--- config.mk ---
export PLATFORM = sky130hd
export DESIGN_NAME = uart_tx_framer
export DESIGN_NICKNAME = d
export VERILOG_FILES = /design/src/rtl/uart_tx_framer.sv
export SDC_FILE = /design/constraint.sdc
export NUM_CORES = 1
export LEC_CHECK = 0
export CORE_ASPECT_RATIO = 0.8
export CORE_MARGIN = 2
export CORE_UTILIZATION = 51
export DETAILED_ROUTE_END_ITERATION = 7
export PLACE_DENSITY_LB_ADDON = 0.2
export SYNTH_ARGS = -nofsm -noshare
export SYNTH_HDL_FRONTEND = slang
export SYNTH_SLANG_ARGS = --single-unit
--- constraint.sdc ---
create_clock -name CLK -period 2 [get_ports CLK]
set_input_delay 0.4 -clock CLK [delete_from_list [all_inputs] [get_ports CLK]]
set_output_delay 0.4 -clock CLK [all_outputs]
set_load 0.02 [all_outputs]
--- src/rtl/uart_tx_framer.sv ---
// UART transmit framer: start bit, DATA_WIDTH data bits LSB first, optional parity, stop bit.
// One bit per CLK cycle; TX_OUT and BUSY are registered.
module uart_tx_framer #(
  parameter int unsigned DATA_WIDTH = 8
) (
  input  logic                  CLK,
  input  logic                  RST,
  input  logic [DATA_WIDTH-1:0] P_DATA,
  input  logic                  DATA_VALID,
  input  logic                  PAR_EN,
  input  logic                  PAR_BIT,
  output logic                  TX_OUT,
  output logic                  BUSY
);

  localparam int unsigned CNT_W = (DATA_WIDTH > 1) ? $clog2(DATA_WIDTH) : 1;
  localparam logic [CNT_W-1:0] LAST_BIT = CNT_W'(DATA_WIDTH - 1);

  typedef enum logic [2:0] {
    IDLE   = 3'd0,
    START  = 3'd1,
    DATA   = 3'd2,
    PARITY = 3'd3,
    STOP   = 3'd4
  } state_t;

  state_t                state;
  logic [CNT_W-1:0]      bit_cnt;
  logic [DATA_WIDTH-1:0] data_q;
  logic                  par_en_q;
  // Low until the first edge after reset release, so that edge cannot accept a word.
  logic                  armed;

  always_ff @(posedge CLK or negedge RST) begin
    if (!RST) begin
      state    <= IDLE;
      TX_OUT   <= 1'b1;
      BUSY     <= 1'b0;
      bit_cnt  <= '0;
      data_q   <= '0;
      par_en_q <= 1'b0;
      armed    <= 1'b0;
    end else begin
      armed <= 1'b1;
      case (state)
        IDLE: begin
          if (DATA_VALID && armed) begin
            state    <= START;
            data_q   <= P_DATA;
            par_en_q <= PAR_EN;
            TX_OUT   <= 1'b0;
            BUSY     <= 1'b1;
          end else begin
            TX_OUT <= 1'b1;
            BUSY   <= 1'b0;
          end
        end
        START: begin
          state   <= DATA;
          bit_cnt <= '0;
          TX_OUT  <= data_q[0];
        end
        DATA: begin
          if (bit_cnt == LAST_BIT) begin
            if (par_en_q) begin
              state  <= PARITY;
              TX_OUT <= PAR_BIT;
            end else begin
              state  <= STOP;
              TX_OUT <= 1'b1;
            end
          end else begin
            // Shift so the next bit to send is always at index 1 before this edge.
            bit_cnt <= bit_cnt + CNT_W'(1);
            data_q  <= {1'b0, data_q[DATA_WIDTH-1:1]};
            TX_OUT  <= data_q[1];
          end
        end
        PARITY: begin
          state  <= STOP;
          TX_OUT <= 1'b1;
        end
        STOP: begin
          state  <= IDLE;
          TX_OUT <= 1'b1;
          BUSY   <= 1'b0;
        end
        default: begin
          state  <= IDLE;
          TX_OUT <= 1'b1;
          BUSY   <= 1'b0;
        end
      endcase
    end
  end

endmodule

== Word-level counts from Yosys, hierarchy flattened ==
Cells that the tools add are included.
Widths: inputs -> output; s select.

* $add $sub $neg: 1
* Eq/ne operators: 7
* Mux-type cells: 15
* Reduce and logical (&&, ||, !) cells: 9

{| class="wikitable"
|+ Operators with widths
! cell !! number
|-
| $mux 8 || 2
|-
| $pmux 8 s2 || 1
|-
| $mux 3 || 4
|-
| $pmux 3 s4 || 1
|-
| $eq 3x2->1 const B || 2
|-
| $ne 2x2->1 const B || 3
|-
| $pmux 3 s2 || 1
|-
| $reduce_and 2->1 || 3
|-
| $mux 1 || 4
|-
| $reduce_bool 2->1 || 2
|-
| $add 3x1->3 const B || 1
|-
| $eq 3x1->1 const B || 1
|-
| $eq 3x3->1 const B || 1
|-
| $logic_not 3->1 || 1
|-
| $pmux 1 s3 || 1
|-
| $reduce_and 3->1 || 1
|-
| $reduce_or 3->1 || 1
|-
| $pmux 1 s2 || 1
|-
| $logic_and 1x1->1 || 1
|}

* Register bits after elaboration: 18
* Input port bits: 13
* Output and inout port bits: 2
* Logic and storage cells: 39

== Logic depth before layout (Yosys ltp) ==
Gate-level depths: netlist (run 1).

* Word-level depth: 3
* Mapped depth: 5
* Mapped depth without buffers: 5

== Least setup slack after synthesis (run 1) ==
OpenSTA, ideal clock, no wires.

* Path type: reg-to-reg
* Start point: reg bit_cnt[0]
* End point: reg data_q[0]
* Setup time: 0.125 ns
* Arrival: 1.570 ns
* Data required time: 1.875 ns
* Path slack: 0.306 ns
* Stages on the path, launching flop included: 6
* Buffers on the path: 0
* Clock period less this slack: 1.694 ns
* Cells stage by stage: dfrtp_1 > ha_1 > ha_1 > nand2b_1 > a21oi_4 > mux2_2

* Word-level cells in the longest chain between the ends: 3

{| class="wikitable"
|+ RTL lines
! what !! RTL line !! source
|-
| from (decl) || 28 || <nowiki>logic [CNT_W-1:0] bit_cnt;</nowiki>
|-
| from (signal assigned) || 74 || <nowiki>bit_cnt <= bit_cnt + CNT_W'(1);</nowiki>
|-
| $eq 3x3->1 || 64 || <nowiki>if (bit_cnt == LAST_BIT) begin</nowiki>
|-
| $ne 2x2->1 (no source line) || n/a ||
|-
| $reduce_and 3->1 (no source line) || n/a ||
|-
| to (signal assigned) || 75 || <nowiki>data_q <= {1'b0, data_q[DATA_WIDTH-1:1]};</nowiki>
|-
| to (decl) || 29 || <nowiki>logic [DATA_WIDTH-1:0] data_q;</nowiki>
|}

No other way between the ends.
A chain may end at the register's enable or synchronous reset.

== Worst setup path after layout (run 1) ==
* Start point: reg TX_OUT
* End point: out TX_OUT

{| class="wikitable"
|+ RTL lines
! what !! RTL line !! source
|-
| from (decl) || 12 || <nowiki>output logic TX_OUT,</nowiki>
|-
| from (signal assigned) || 61 || <nowiki>TX_OUT <= data_q[0];</nowiki>
|-
| from (signal assigned) || 76 || <nowiki>TX_OUT <= data_q[1];</nowiki>
|}

No word-level cell between the ends.

==> impl_metrics.toml, run 1 <==
[run_status]
status = "finished clean"

[finish]
finalNetCount = 115
final_cells = 123
syn2layout_area_growth_pct = 20.6
diodes = 0
drive_gt1_share_pct = 26.3
n_fill_cell = 152

[pwr]
powerDensity_mw_per_mm2 = 1310
power.internal_w = 0.00102
power_frac_clock_pct = 14.3
power_leakage_nw = 0.510
peakVddDrop_mv = 0.833
p_sw_share_pct = 32.4
seqPwrFrac_pct = 43.2
power.switching_w = 0.000490
p_comb_share_pct = 42.5

[floorplanning]
core_mm2 = 0.00182
start_util_pct = 52.7
fp.dieH_um = 42.8
ioPinCount = 15
core.rowCount = 14
fp.dieW_um = 52.5
die_area_mm2 = 0.00225

[setup_path]
path_delay_family = "buffers and inverters"
path_class = "register to output pin"
crit_path_start_kind = "register"
path_depth = 1
reg2reg_to = "data_q[2]$_DFFE_PN0P_"
path_buf_inv = 1
cp_data_required_time_ps = 1600
arrival_ps = 1400
cp_max_fo = 1
r2r-start = "bit_cnt[0]$_DFFE_PN0P_"
rrSetupSlack_ps = 230
worst_setup_path_end_kind = "output pin"
crit_path_top_delay_cell = "clkdlybuf4s50_1"
path_cells = "clkdlybuf4s50_1"
critPathCapture = "TX_OUT"
crit_start = "TX_OUT$_DFF_PN1_"
cpPeakStageDelay_ps = 590
reg2reg_depth = 5

[synthesis]
yosys_warnings = 0
syn_area_um2 = 961
synthCells = 81
synthTopCellsByArea = "dfrtp_1 44%, mux2_2 18%, a221o_1 3.1%"
yosysSeqAreaShare_pct = 47.0
synth_nets = 96
synth_seq_cells = 18
postSynthAreaPerCell_um2 = 11.9
synth_top_area_share_pct = 44.3
yosys.area.top_type = "dfrtp_1"
synth_cell_types = 27

[clock_network]
htreeDepth = 1
cts-buffers-inserted = 3
clk-insertion-delay-late_ps = 290
clkSlewWorstSetupHoldPaths_ps = 100
root_buffer = "clkbuf_4"
clock_path_buffers = 2
post_cts_resize_count = 0
clock_sinks = 18
cts_tree = "yes"
post_cts_buffers = 0
ctsHoldBuffers = 0

[routing]
routed_wl_mm = 1.64
drt-initial-drc-count = 3
wl_per_cell_um = 13.3
drt-vias-per-instance = 5.43
via_count = 668
drc = 0
drtPass1Iterations = 5
antenna_left = 0

[global_routing]
grt-ovfl-total = 0
grt_usage_pct = 17.7
antenna_found_initial = 0
grt_pass1_wl_mm = 2.76
grt_pass1_vias = 616
grt_max_degree = 14

[timing]
rsz0062_at_grt = "false"
clock.fmax_mhz = 556
period_needed_ps = 1800
hold_viol = 0
slew_viol_final = 0
clock_skew_ps = 1.36
finalCritPeriodShare_pct = 90.0
finalSetupViolCount = 0
fin_setup_tns_ps = 0

[worst_hold_path]
hold_class = "primary input to asynchronous set/reset pin"

[placement]
post-place-cells = 119
gp_congestion = 0.794
io_buffers = 14
hpwlAfterDp_mm = 1.26

[flow_run]
drv_cap = 0
==> power by group through the flow <==
stage               clock (W)  sequential, W  combinational, W
finish               0.000217       0.000653          0.000643
global route         0.000244       0.000679          0.000713
CTS                  0.000231       0.000654          0.000653
detailed placement          0       0.000663          0.000653
global placement            0       0.000653          0.000627
floorplan                   0       0.000620          0.000548
==> worst min path at each step <==
stage	cells after the start	slack, ps	endpoint	startpoint
after floorplan	0	100	BUSY$_DFFE_PN0N_	RST
after global placement	1	480	data_q[2]$_DFFE_PN0P_	data_q[2]$_DFFE_PN0P_
after detailed placement	1	500	data_q[5]$_DFFE_PN0P_	data_q[5]$_DFFE_PN0P_
after CTS	1	420	data_q[7]$_DFFE_PN0P_	RST
after global routing	1	430	data_q[5]$_DFFE_PN0P_	RST
final	1	430	data_q[7]$_DFFE_PN0P_	RST
==> per-layer routing <==
layer  wire (µm)  track usage [%]
met2         728             24.0
met4          20             10.8
met3          73             3.17
met1         817             25.9
met5           0                0
==> placed cells by master, fill, tap and decap left out, drive strengths merged, types with 3 or more instances in the layout <==
cell,instances
nand2b,4
mux2,15
nor2,5
buf,3
dfrtp,17
o21ai,5
clkdlybuf4s50,14
clkbuf,4
and2,4
a221o,3
a21oi,5
==> cells by family (layout without fill, tap and decap cells) <==
family | count (synthesis) | after routing | share of synthesized area, %
AND/OR/NAND/NOR | 25 | 25 | 16.4
AO/OA/AOI/OAI | 14 | 14 | 10.3
flip-flops | 18 | 18 | 47.0
adder cells (fa/ha/maj) | 2 | 2 | 2.60
other | 1 | 1 | 0.390
multiplexers | 17 | 17 | 19.7
buffers and inverters | 4 | 22 | 3.64
==> cell type report <==
class	count	area (µm²)	share of cell area, %
flip-flops and latches	18	452	39.0
clock buffers	4	36.3	3.13
repair buffers	17	163	14.0
multi-input cells	59	474	40.9
well taps	24	30.0	2.59
inverters	1	3.75	0.324
==> synthesized netlist by cell type <==
cell      count
and2_0        1
nor2_1        5
a221o_1       3
nand2_1       2
or2_4         1
a22oi_1       1
o21ai_0       5
a21oi_1       4
inv_1         1
and2_1        3
dfstp_2       1
nor3b_1       2
nand3b_1      1
or2b_1        1
nand2b_1      4
mux2i_1       2
mux2_2       15
nand3_1       2
nand3b_4      1
nor2b_1       2
conb_1        1
buf_2         1
buf_6         1
a21oi_4       1
ha_1          2
dfrtp_1      17
buf_8         1
==> per-stage QoR <==
step           setup slack, ps  util [%]  hold WS [ps]  instance area (µm²)  total power [W]
4_1_cts                    174      63.6           420                 1160          0.00154
5_1_grt                   98.5      63.6           432                 1160          0.00164
3_5_place_dp               168      61.6           498                 1120          0.00132
3_3_place_gp               192      61.6           485                 1120          0.00128
2_1_floorplan              306         -           104                  961          0.00117
6_report                   201      63.6           428                 1160          0.00151
==> registers in the layout, summed over array words and instances, names as in the netlist <==
signal,flops
BUSY,1
data_q,8
par_en_q,1
armed,1
TX_OUT,1
state,3
bit_cnt,3
Power figures use the tool's default switching activity.
==> inputs of run 2 (changes only) <==
--- a/config.mk
+++ b/config.mk
@@ -9,7 +9,8 @@
 export CORE_MARGIN = 2
 export CORE_UTILIZATION = 51
 export DETAILED_ROUTE_END_ITERATION = 7
-export PLACE_DENSITY_LB_ADDON = 0.2
+export GPL_TIMING_DRIVEN = 1
+export PLACE_DENSITY = 0.76
 export SYNTH_ARGS = -nofsm -noshare
 export SYNTH_HDL_FRONTEND = slang
 export SYNTH_SLANG_ARGS = --single-unit
==> impl_metrics.toml, run 2 (same netlist as run 1, synthesis figures left out) <==
[global_routing]
grt_max_degree = 13
grt_pass1_vias = 665
antenna_found_initial = 0
grt_usage_pct = 19.5
grt-ovfl-total = 0
grt_pass1_wl_mm = 3.12

[routing]
drtPass1Iterations = 4
drt-vias-per-instance = 5.33
routed_wl_mm = 1.76
via_count = 655
wl_per_cell_um = 14.3
drc = 0
drt-initial-drc-count = 16
antenna_left = 0

[placement]
io_buffers = 14
gp_congestion = 0.772
hpwlAfterDp_mm = 1.37
dpl_worst_slack_ps = 167
place_area_mm2 = 0.00112

[clock_network]
post_cts_resize_count = 0
cts-buffers-inserted = 3
clk-insertion-delay-late_ps = 280
cts_tree = "yes"
clock_path_buffers = 2
clock_sinks = 18
clkSlewWorstSetupHoldPaths_ps = 100
ctsHoldBuffers = 0
root_buffer = "clkbuf_4"
htreeDepth = 1
post_cts_buffers = 0

[setup_path]
r2r-start = "bit_cnt[0]$_DFFE_PN0P_"
path_class = "register to output pin"
critPathCapture = "TX_OUT"
path_cells = "clkdlybuf4s50_1"
arrival_ps = 1400
path_depth = 1
reg2reg_to = "data_q[0]$_DFFE_PN0P_"
worst_setup_path_end_kind = "output pin"
path_buf_inv = 1
cpPeakStageDelay_ps = 590
cp_data_required_time_ps = 1600
crit_path_start_kind = "register"
reg2reg_depth = 5
cp_max_fo = 1
rrSetupSlack_ps = 200
crit_start = "TX_OUT$_DFF_PN1_"
path_delay_family = "buffers and inverters"
crit_path_top_delay_cell = "clkdlybuf4s50_1"

[pwr]
power_frac_clock_pct = 14.3
seqPwrFrac_pct = 43.5
power_leakage_nw = 0.510
powerDensity_mw_per_mm2 = 1320
p_comb_share_pct = 42.2
peakVddDrop_mv = 0.796
power.switching_w = 0.000503
p_sw_share_pct = 33.0
power.internal_w = 0.00102

[timing]
hold_viol = 0
clock.fmax_mhz = 556
timing.final.ws_setup_ps = 201
holdWs_ps = 385
finalSetupViolCount = 0
finalCritPeriodShare_pct = 90.0
clock_skew_ps = 0.720
rsz0062_at_grt = "false"
period_needed_ps = 1800
fin_setup_tns_ps = 0
slew_viol_final = 0

[finish]
largest-register = "data_q"
largest_registers = "data_q (8), bit_cnt (3), state (3)"
drive_gt1_share_pct = 26.3
layout_common_cells = "17 x dfrtp_1, 15 x mux2_2, 14 x clkdlybuf4s50_1"
fin_util_pct = 63.6
finalNetCount = 115
largest_reg_flops = 8
syn2layout_area_growth_pct = 20.6
final_common_cell = "dfrtp_1"
design_area_mm2 = 0.00116
diodes = 0

[floorplanning]
start_util_pct = 52.7
fp.dieW_um = 52.5
core_mm2 = 0.00182
fp.dieH_um = 42.8
die_area_mm2 = 0.00225
ioPinCount = 15
core.rowCount = 14

[flow_run]
drv_cap = 0

[worst_hold_path]
hold_class = "primary input to asynchronous set/reset pin"

[run_status]
status = "finished clean"
## run 2: worst min-delay path by stage
stage	startpoint	endpoint	slack, ps	depth (start not counted)
global placement	data_q[3]$_DFFE_PN0P_	data_q[3]$_DFFE_PN0P_	480	1
detailed placement	data_q[2]$_DFFE_PN0P_	data_q[2]$_DFFE_PN0P_	500	1
global route	RST	data_q[5]$_DFFE_PN0P_	400	1
CTS	RST	data_q[5]$_DFFE_PN0P_	390	1
floorplan	RST	BUSY$_DFFE_PN0N_	100	0
finish	RST	data_q[5]$_DFFE_PN0P_	380	1
## run 2: layout make-up
cell class | instances | area, µm²
sequential | 18 | 452
inverter | 1 | 3.75
clock buffer | 4 | 36.3
multi-input combinational | 59 | 474
tap | 24 | 30.0
timing repair buffer | 17 | 163
fill | 151 | 663
## run 2: worst reg2reg max path: stages (launching register included)
cell      delay, ps
dfrtp_1         430
ha_1            210
ha_1            200
nand2b_1        180
a21oi_4         290
mux2_2          380
## run 2: power groups by stage
| stage | registers, W | clock network (W) | logic [W] |
|---|---|---|---|
| 6_report | 0.000664 | 0.000218 | 0.000644 |
| 5_1_grt | 0.000693 | 0.000240 | 0.000714 |
| 4_1_cts | 0.000661 | 0.000221 | 0.000654 |
| 3_5_place_dp | 0.000669 | 0 | 0.000652 |
| 3_3_place_gp | 0.000654 | 0 | 0.000623 |
| 2_1_floorplan | 0.000620 | 0 | 0.000548 |
## run 2: per-layer routing
| layer | part of all wire (%) | global-route usage (%) | vias up |
|---|---|---|---|
| li1 | - | - | 321 |
| met1 | 50 | 28.2 | 317 |
| met2 | 46 | 28.7 | 13 |
| met3 | 3.1 | 3.17 | 4 |
| met4 | 1.2 | 8.72 | 0 |
| met5 | 0 | 0 | - |
## run 2: stage by stage
step                power [W]  std cells
floorplan             0.00117         81
global route          0.00165        123
global placement      0.00128        119
CTS                   0.00154        123
finish                0.00153        123
detailed placement    0.00132        119
==> inputs of run 3 (changes only) <==
--- a/config.mk
+++ b/config.mk
@@ -6,7 +6,6 @@
 export NUM_CORES = 1
 export LEC_CHECK = 0
 export CORE_ASPECT_RATIO = 0.8
-export CORE_MARGIN = 2
 export CORE_UTILIZATION = 51
 export DETAILED_ROUTE_END_ITERATION = 7
 export GPL_TIMING_DRIVEN = 1
==> constraint.sdc (replaced) <==
create_clock -name CLK -period 2 [get_ports CLK]
set_input_delay 0.4 -clock CLK [delete_from_list [all_inputs] [get_ports CLK]]
set_output_delay 0.4 -clock CLK [all_outputs]
set_load 0.01 [all_outputs]
==> impl_metrics.toml, run 3 (same netlist as run 1, synthesis figures left out) <==
[clock_network]
cts-buffers-inserted = 3
clkSlewWorstSetupHoldPaths_ps = 100
cts_tree = "yes"
ctsHoldBuffers = 0
post_cts_resize_count = 0
root_buffer = "clkbuf_4"
htreeDepth = 1
clock_path_buffers = 2
post_cts_buffers = 0
clock_sinks = 18
clk-insertion-delay-late_ps = 300

[global_routing]
grt_pass1_wl_mm = 2.68
grt_usage_pct = 18.8
grt_pass1_vias = 600
grt_max_degree = 14
antenna_found_initial = 0
grt-ovfl-total = 0

[pwr]
peakVddDrop_mv = 0.741
power_leakage_nw = 0.510
powerDensity_mw_per_mm2 = 1310

[finish]
regArea_um2 = 452
drive_gt1_share_pct = 26.3
syn2layout_area_growth_pct = 20.3
fin_util_pct = 68.3
multi_input_area_um2 = 474
finalNetCount = 115
final_common_cell = "dfrtp_1"
diodes = 0
layout_common_cells = "17 x dfrtp_1, 15 x mux2_2, 14 x clkdlybuf4s50_1"
largest_reg_flops = 8
largest-register = "data_q"
n_fill_cell = 138
largest_registers = "data_q (8), bit_cnt (3), state (3)"

[floorplanning]
fp.dieW_um = 50.5
die_area_mm2 = 0.00206
fp.dieH_um = 40.8
ioPinCount = 15
core.rowCount = 13
start_util_pct = 56.8
core_mm2 = 0.00169

[placement]
hpwlAfterDp_mm = 1.36
gp_congestion = 0.739
io_buffers = 14

[setup_path]
path_class = "register to register"
cp_data_required_time_ps = 2190
crit_path_top_delay_cell = "dfrtp_1"
worst_setup_path_end_kind = "register"
r2r-start = "bit_cnt[0]$_DFFE_PN0P_"
crit_path_start_kind = "register"
cp_common_cell = "ha_1"
cpPeakStageDelay_ps = 430
rrSetupSlack_ps = 210
arrival_ps = 1980
cp_max_fo = 7
path_cells = "ha_1, ha_1, nand2b_1, a21oi_4, mux2_2"
reg2reg_depth = 5
reg2reg_to = "data_q[3]$_DFFE_PN0P_"

[routing]
routed_wl_mm = 1.72
drt-vias-per-instance = 5.40
via_count = 654
antenna_left = 0
drt-initial-drc-count = 12
drtPass1Iterations = 4
drc = 0
wl_per_cell_um = 14.2

[worst_hold_path]
hold_class = "primary input to asynchronous set/reset pin"

[timing]
slew_viol_final = 0
hold_viol = 0
fin_setup_tns_ps = 0
clock_skew_ps = 6.69
finalCritPeriodShare_pct = 89.3
finalSetupViolCount = 0
clock.fmax_mhz = 560
period_needed_ps = 1790
rsz0062_at_grt = "false"

[run_status]
status = "finished clean"

[flow_run]
drv_cap = 0
run 3: area by class of cell:
cell class                      instances  share of cell area [%]
Timing Repair Buffer                   17                    14.1
Sequential cell                        18                    39.1
Clock buffer                            4                    3.14
Tap cell                               22                    2.38
Inverter                                1                   0.325
Multi-Input combinational cell         59                    41.0
run 3: worst max-delay path by stage:
stage                                 startpoint                endpoint  slack (ps)  cells past startpoint
after floorplan           bit_cnt[0]$_DFFE_PN0P_   data_q[0]$_DFFE_PN0P_         310                      5
after global placement                DATA_VALID   data_q[1]$_DFFE_PN0P_         200                      4
after detailed placement              DATA_VALID   data_q[5]$_DFFE_PN0P_         160                      4
after CTS                 bit_cnt[0]$_DFFE_PN0P_   data_q[3]$_DFFE_PN0P_         200                      5
after global routing      bit_cnt[0]$_DFFE_PN0P_  bit_cnt[0]$_DFFE_PN0P_         110                      6
final                     bit_cnt[0]$_DFFE_PN0P_   data_q[3]$_DFFE_PN0P_         210                      5
run 3: metal layers:
| metal | track usage (%) | routed length, µm | vias to the layer above |
|---|---|---|---|
| met4 | 8.33 | 21 | 0 |
| met3 | 4.44 | 69 | 2 |
| met1 | 25.4 | 865 | 310 |
| met2 | 29.7 | 763 | 14 |
| li1 | - | - | 328 |
| met5 | 0 | 0 | - |
run 3: where the power goes:
part / internal (W) / switching, W
sequential: 0.000524 / 0.000133
combinational: 0.000389 / 0.000249
clock: 0.000111 / 0.000111
run 3: critical path, delay by kind of cell (launching register included):
family	cells	cell delay, ps
AO/OA/AOI/OAI	1	300
adder cells (fa/ha/maj)	2	400
flip-flops	1	430
multiplexers	1	370
AND/OR/NAND/NOR	1	180
run 3: through the flow:
stage / hold slack (ps) / instance area [µm²] / setup WS (ps) / instances / power (W)
5_1_grt: 383 / 1160 / 110 / 121 / 0.00162
2_1_floorplan: 104 / 961 / 306 / 81 / 0.00115
4_1_cts: 374 / 1160 / 199 / 121 / 0.00153
6_report: 371 / 1160 / 214 / 121 / 0.00152
3_5_place_dp: 492 / 1120 / 161 / 117 / 0.00130
3_3_place_gp: 485 / 1120 / 197 / 117 / 0.00126
